$ cat src/rtl/shifter_arbiter_16bit.sv
// Two-requester arbiter around one 16-bit logical shift stage; amounts 0-31 run as up to three passes.
// Optional macro SHIFT_ARB_RR_EN selects round-robin arbitration; otherwise requester 0 has fixed priority.
module shifter_arbiter_16bit (
  input  logic        clk,
  input  logic        reset,
  input  logic [1:0]  req,
  input  logic [15:0] a0,
  input  logic [15:0] a1,
  input  logic [4:0]  amt0,
  input  logic [4:0]  amt1,
  input  logic        dir0,
  input  logic        dir1,
  output logic [1:0]  ack,
  output logic [1:0]  done,
  output logic [15:0] y,
  output logic        busy
);

  typedef enum logic {S_IDLE = 1'b0, S_SHIFT = 1'b1} state_t;

  state_t      r_state;
  logic [15:0] r_data;
  logic [4:0]  r_rem;
  logic        r_dir;
  logic        r_id;
`ifdef SHIFT_ARB_RR_EN
  logic        r_last;
`endif

  logic        w_win;
  logic [15:0] w_a;
  logic [4:0]  w_amt;
  logic        w_dir;
  logic [3:0]  w_step;
  logic [4:0]  w_rem_next;
  logic [15:0] w_shifted;

  function automatic logic [15:0] stage(input logic [15:0] d, input logic [3:0] s, input logic r);
    return r ? (d >> s) : (d << s);
  endfunction

  // Winner selection and operand mux for the grant edge
  always_comb begin
    w_win = 1'b0;
`ifdef SHIFT_ARB_RR_EN
    if (req == 2'b11) begin
      w_win = ~r_last;
    end else begin
      w_win = req[1];
    end
`else
    if (req[0]) begin
      w_win = 1'b0;
    end else begin
      w_win = req[1];
    end
`endif
    w_a   = w_win ? a1 : a0;
    w_amt = w_win ? amt1 : amt0;
    w_dir = w_win ? dir1 : dir0;
  end

  // Passes are capped at the 4-bit stage limit of 15
  always_comb begin
    w_step     = (r_rem > 5'd15) ? 4'd15 : r_rem[3:0];
    w_rem_next = r_rem - {1'b0, w_step};
    w_shifted  = stage(r_data, w_step, r_dir);
  end

  // Control FSM with registered handshake and result outputs
  always_ff @(posedge clk or posedge reset) begin
    if (reset) begin
      r_state <= S_IDLE;
      r_data  <= 16'h0000;
      r_rem   <= 5'd0;
      r_dir   <= 1'b0;
      r_id    <= 1'b0;
`ifdef SHIFT_ARB_RR_EN
      r_last  <= 1'b1;
`endif
      ack     <= 2'b00;
      done    <= 2'b00;
      y       <= 16'h0000;
      busy    <= 1'b0;
    end else begin
      case (r_state)
        S_IDLE: begin
          done <= 2'b00;
          if (req != 2'b00) begin
            r_data  <= w_a;
            r_rem   <= w_amt;
            r_dir   <= w_dir;
            r_id    <= w_win;
`ifdef SHIFT_ARB_RR_EN
            r_last  <= w_win;
`endif
            ack     <= w_win ? 2'b10 : 2'b01;
            busy    <= 1'b1;
            r_state <= S_SHIFT;
          end else begin
            ack  <= 2'b00;
            busy <= 1'b0;
          end
        end
        S_SHIFT: begin
          ack    <= 2'b00;
          r_data <= w_shifted;
          r_rem  <= w_rem_next;
          if (w_rem_next == 5'd0) begin
            y       <= w_shifted;
            done    <= r_id ? 2'b10 : 2'b01;
            busy    <= 1'b0;
            r_state <= S_IDLE;
          end else begin
            done <= 2'b00;
          end
        end
        default: begin
          ack     <= 2'b00;
          done    <= 2'b00;
          busy    <= 1'b0;
          r_state <= S_IDLE;
        end
      endcase
    end
  end

endmodule

$ cat config.mk
export PLATFORM = sky130hd
export DESIGN_NAME = shifter_arbiter_16bit
export DESIGN_NICKNAME = d
export VERILOG_FILES = /design/src/rtl/shifter_arbiter_16bit.sv
export SDC_FILE = /design/constraint.sdc
export NUM_CORES = 1
export LEC_CHECK = 0
export CAP_MARGIN = 20
export CORE_MARGIN = 2
export CORE_UTILIZATION = 50
export CTS_BUF_LIST = sky130_fd_sc_hd__clkbuf_4
export DETAILED_ROUTE_END_ITERATION = 6
export PLACE_DENSITY = 0.75
export SYNTH_ARGS = -nofsm -noshare
export SYNTH_HDL_FRONTEND = slang
export SYNTH_SLANG_ARGS = --single-unit
$ cat constraint.sdc
create_clock -name clk -period 5.85 [get_ports clk]
set_input_delay 1.4625 -clock clk [delete_from_list [all_inputs] [get_ports clk]]
set_output_delay 1.4625 -clock clk [all_outputs]
set_load 0.1 [all_outputs]
# ---- After elaboration in Yosys (flattened, before gate mapping)
# Cells that the tools add are included.
dict set report word_totals {
  ff_bits 45
  input_bits 48
  output_inout_bits 21
  wordCells 41
}
dict set report op_classes {
  n_addsub 1
  n_lt_le_gt_ge 1
  eq_ne 2
  n_shift 2
  mux 21
  bitwise 1
  reduce_logical 4
}
# operator count
set op_table {}
lappend op_table {{2-to-1 mux 16 bit} 3}
lappend op_table {{one-hot mux 16 bit (2 select lines)} 1}
lappend op_table {{<< shifter 16 x 4 -> 16 bit} 1}
lappend op_table {{right shift 16 x 4 -> 16 bit} 1}
lappend op_table {{2-to-1 mux 5 bit} 2}
lappend op_table {{one-hot mux 5 bit (2 select lines)} 1}
lappend op_table {{2-to-1 mux 2 bit} 4}
lappend op_table {{one-hot mux 2 bit (2 select lines)} 2}
lappend op_table {{> comparator 5 x 4 -> 1 bit, second input constant} 1}
lappend op_table {{zero test 5 bit} 1}
lappend op_table {{2-to-1 mux 1 bit} 5}
lappend op_table {{subtractor 5 x 4 -> 5 bit} 1}
lappend op_table {{2-to-1 mux 4 bit} 1}
lappend op_table {{one-hot mux 1 bit (2 select lines)} 2}
lappend op_table {{AND reduction 2 bit} 2}
lappend op_table {{inequality test 2 x 1 -> 1 bit, second input constant} 1}
lappend op_table {{inequality test 2 bit, second input constant} 1}
lappend op_table {{nonzero test 2 bit} 1}
lappend op_table {{NOT 1 bit} 1}

# ---- Longest topological paths before layout
dict set report logic_depth {
  ltp_word 6
  ltp_mapped 13
  mapped_depth_nobuf 8
}

# ---- Worst setup path after synthesis
# Ideal clock, no wire load.
dict set report synth_path {
  path_kind {flip-flop to flip-flop}
  startpoint {register r_rem[4]}
  endpoint {register y[12]}
  arrival_time_ps 2507
  required_ps 5721
  slack_ps 3214
  stages_incl_launch_ff 14
  path_buffers 6
  period_less_slack_ps 2636
  cell_sequence {dfrtp_1 -> buf_6 -> buf_4 -> buf_2 -> buf_1 -> nand2_1 -> ha_1 -> inv_1 -> a2111o_1 -> a21o_1 -> buf_2 -> buf_1 -> nand2_1 -> o21ai_0}
}
dict set report synth_via {
  elab_chain_cells 5
  word_cells_on_any_way 8
}
# element line
set synth_lines {}
lappend synth_lines {{start: declaration} 23} ;# logic [4:0] r_rem;
lappend synth_lines {{start signal: assignment} 91} ;# r_rem <= w_amt;
lappend synth_lines {{start signal: assignment} 108} ;# r_rem <= w_rem_next;
lappend synth_lines {{> comparator 5 x 4 -> 1 bit} 65} ;# w_step = (r_rem > 5'd15) ? 4'd15 : r_rem[3:0];
lappend synth_lines {{2-to-1 mux 4 bit} 65}
lappend synth_lines {{subtractor 5 x 4 -> 5 bit} 66} ;# w_rem_next = r_rem - {1'b0, w_step};
lappend synth_lines {{zero test 5 bit} 109} ;# if (w_rem_next == 5'd0) begin
lappend synth_lines {{AND reduction 2 bit (no line)} n/a}
lappend synth_lines {{end signal: assignment} 110} ;# y <= w_shifted;
lappend synth_lines {{end: declaration} 15} ;# output logic [15:0] y,
# Parallel ways exist; a longest one is shown, timed or not.
# A chain may end at the register's enable or synchronous reset.

# ---- Final worst setup path
dict set report layout_path {
  startpoint {register y[13]}
  endpoint {output port y[13]}
}
# No word-level cell between the ends.

==> out/qor.yml <==
placement:
  dp_hpwl_mm: 10.25
  place_inst: 617
  gp_congestion: 1.003
  port_buffers: 68
  dpl-instance-area_mm2: 0.004751
yosys:
  synth_area_per_cell_um2: 8.494
  yosysWarnings: 0
  synth_ff_type: "dfrtp_1"
  synth_edf_count: 0
  synth-seq-area-share_pct: 27.17
  async_reset_ff_share_pct: 100.0
  yosysTopAreaCell: "dfrtp_1"
  synth_top_cell_area_share_pct: 27.17
  synth_area_leaders: "dfrtp_1 (27%), mux2i_1 (8.9%), mux2_2 (4.9%), a211oi_1 (3.4%), nor2_1 (3.4%)"
  synth_nets: 538
  synth_area_mm2: 0.004145
  ys_seq_elements: 45
  netlist_instances: 488
  yosysUniqueCellTypes: 76
power:
  cellPowerDensity_mw_per_mm2: 680.6
  netSwitchingPower_uw: 1987
  seq_power_share_pct: 21.9
  sw_frac_of_total_pct: 60.04
  internal_power_uw: 1322
  power.share.combinational_pct: 73.0
  clockPowerShare_pct: 5.1
  ir_drop_mv: 0.3444
  leakage_uw: 0.001856
clock_tree:
  cts_setup_buffers: 0
  numCtsBuffers: 5
  cts_max_level: 2
  cts_tree: "done"
  cts_resized: 0
  clk_latency_ns: 0.38
  clockRootBuffer: "clkbuf_4"
  clock_sinks: 45
  cts_max_path_buffers: 2
  clk_pin_slew_ns: 0.15
  cts_hold_buffers: 0
route:
  wire_per_inst_um: 23.78
  routed_wl_mm: 14.94
  dr.pass1.iters: 7
  drcViolationCount: 0
  via_per_inst: 7.027
  drt_iter0_drc: 549
  vias: 4413
  ant_nets: 0
layout:
  fin_cells: 628
  final_area_mm2: 0.004861
  final_util_pct: 59.76
  synthToLayoutAreaGrowth_pct: 17.27
  final_layout_size_suffix_gt1_share_pct: 10.92
  fin_nets: 571
global_routing:
  antenna_found_initial: 0
  grt_max_degree: 56
  grt_pass1_wl_mm: 22.84
  grt_use_total_pct: 33.57
  grt-ovfl-total: 0
  grt_pass1_vias: 4000
status:
  outcome: "completed"
setup_path:
  critPathLaunchType: "register"
  r2r_cells: 6
  cp_top_family: "buffers and inverters"
  crit_arrival_ns: 1.93
  cp_slowest_cell: "clkdlybuf4s50_1"
  cp_data_required_time_ns: 4.39
  reg2reg_from: "r_rem[0]"
  worstPathMaxFanout: 2
  rrSetupSlack_ns: 2.50
  timing.rr.end: "r_data[11]"
  cp_slowest_stage_delay_ns: 1.17
  worstSetupPathType: "reg2out"
  critPathBufInv: 1
  critical_path.cell_chain: "clkdlybuf4s50_1"
  critical_path.endpoint_type: "output port"
sta:
  fmax_mhz: 294.6
  rsz0062_at_grt: "no"
  fin_worst_skew_ns: 0.01473
  drv_slew: 0
  post-route-period-util_pct: 58.03
  setup_violations: 0
  tightestPinTransition_ns: 1.207
  min_period_ns: 3.395
  hold_viol_final: 0
  setup_tns_ns: 0
  max_slew_margin_pct: 18.94
floorplanning:
  die_h_um: 95.05
  dieArea_mm2: 0.009035
  start_util_pct: 50.96
  ios: 69
  die_w_um: 95.05
  core-area_mm2: 0.008134
  rows: 33
min_path:
  hold_class: "reg2reg"
  hold_end: "done[0]"
  holdCritStartpoint: "r_id"
  min_path_cells: 1
flow_run:
  cap_violations: 0
## cell families (layout without fill, tap and decap cells)
kind of cell               after synthesis  count (layout)  synth area share (%)
DFF                                     45              45                 27.17
muxes                                   61              61                 16.90
buffers and inverters                   63              97                 7.365
xor gates and xnor gates                 1               1                0.2113
AOI/OAI and AO/OA                      162             162                 27.92
and+or+nand+nor                        154             154                 19.83
adders and majority gates                2               2                0.6036
other                                    0               1                     0
## layout by cell type, fill, tap and decap left out, types with 13 or more instances in the layout
| master | instances |
|---|---|
| dfrtp_1 | 44 |
| a21oi_1 | 24 |
| clkdlybuf4s50_1 | 68 |
| a211oi_1 | 19 |
| nor3_1 | 18 |
| nand2_1 | 33 |
| o221ai_1 | 13 |
| nor2_1 | 37 |
| o21ai_0 | 16 |
| mux2i_1 | 37 |
| mux2_2 | 18 |
## per-layer routing
layer	global-route usage [%]	share of wire (%)	up-vias	routed length (µm)
li1	-	-	1947	-
met5	0	0	-	0
met1	50.40	42	2076	6327
met3	6.008	10	63	1548
met2	47.52	43	327	6432
met4	13.16	4.2	0	627
## power by group through the flow
stage | clock, µW | combinational (µW) | sequential [µW]
final | 169 | 2420 | 724
after detailed placement | 0 | 2340 | 714
after global routing | 181 | 2550 | 737
after floorplan | 0 | 1550 | 895
after global placement | 0 | 2340 | 711
after CTS | 170 | 2360 | 706
## flip-flops by register name, indices dropped and copies added, names as in the netlist
name,count
r_data,16
y,16
r_rem,5
ack,2
done,2
busy,1
r_dir,1
r_id,1
r_state,1
## through the flow
step                power (µW)  hold slack (ns)  setup slack, ns
finish                    3309           0.4424            2.455
global route              3469           0.4707            2.419
CTS                       3233           0.4452            2.451
detailed placement        3059           0.4263            2.173
global placement          3049           0.4163            2.194
floorplan                 2447           0.4032            3.214
## worst register-to-register path: stages, from the launching register on
cell and delay [ns]:
dfrtp_2 0.68, buf_4 0.37, or2_1 0.48, a21oi_1 0.60, a211oi_1 0.21, o31ai_1 0.73, mux2i_1 0.16
## Yosys cell counts, types with 6 or more instances
cell / instances
a211oi_1: 19
a31oi_1: 12
o221ai_1: 13
o21ai_0: 16
a21oi_1: 24
nand2_1: 33
nor3b_1: 8
mux2i_1: 37
o21a_1: 7
o22ai_1: 10
o21ai_1: 9
dfrtp_1: 45
o31ai_1: 6
nor3_1: 18
buf_2: 15
mux2_2: 18
clkbuf_1: 23
nor2_1: 37
inv_1: 10
nand3_1: 11
nor2b_1: 6
a22oi_1: 6
## area by class of cell
class                   count  area (µm²)
diodes                      1       2.502
clock buffers               6       45.04
clock inverters             2       15.01
fillers                   730        3273
inverters                  12       45.04
multi-input cells         380        2714
flip-flops and latches     45        1127
well taps                 105       131.4
repair buffers             77       780.7
## worst max path at each step
stage                        start         to  depth (start not counted)
after detailed placement    req[1]  r_data[5]                          6
after CTS                     y[9]       y[9]                          1
after floorplan           r_rem[4]      y[12]                         13
after global placement      req[1]  r_data[5]                          6
after global routing          y[9]       y[9]                          1
final                        y[13]      y[13]                          1
No activity file was read; power rests on OpenSTA's default activity.
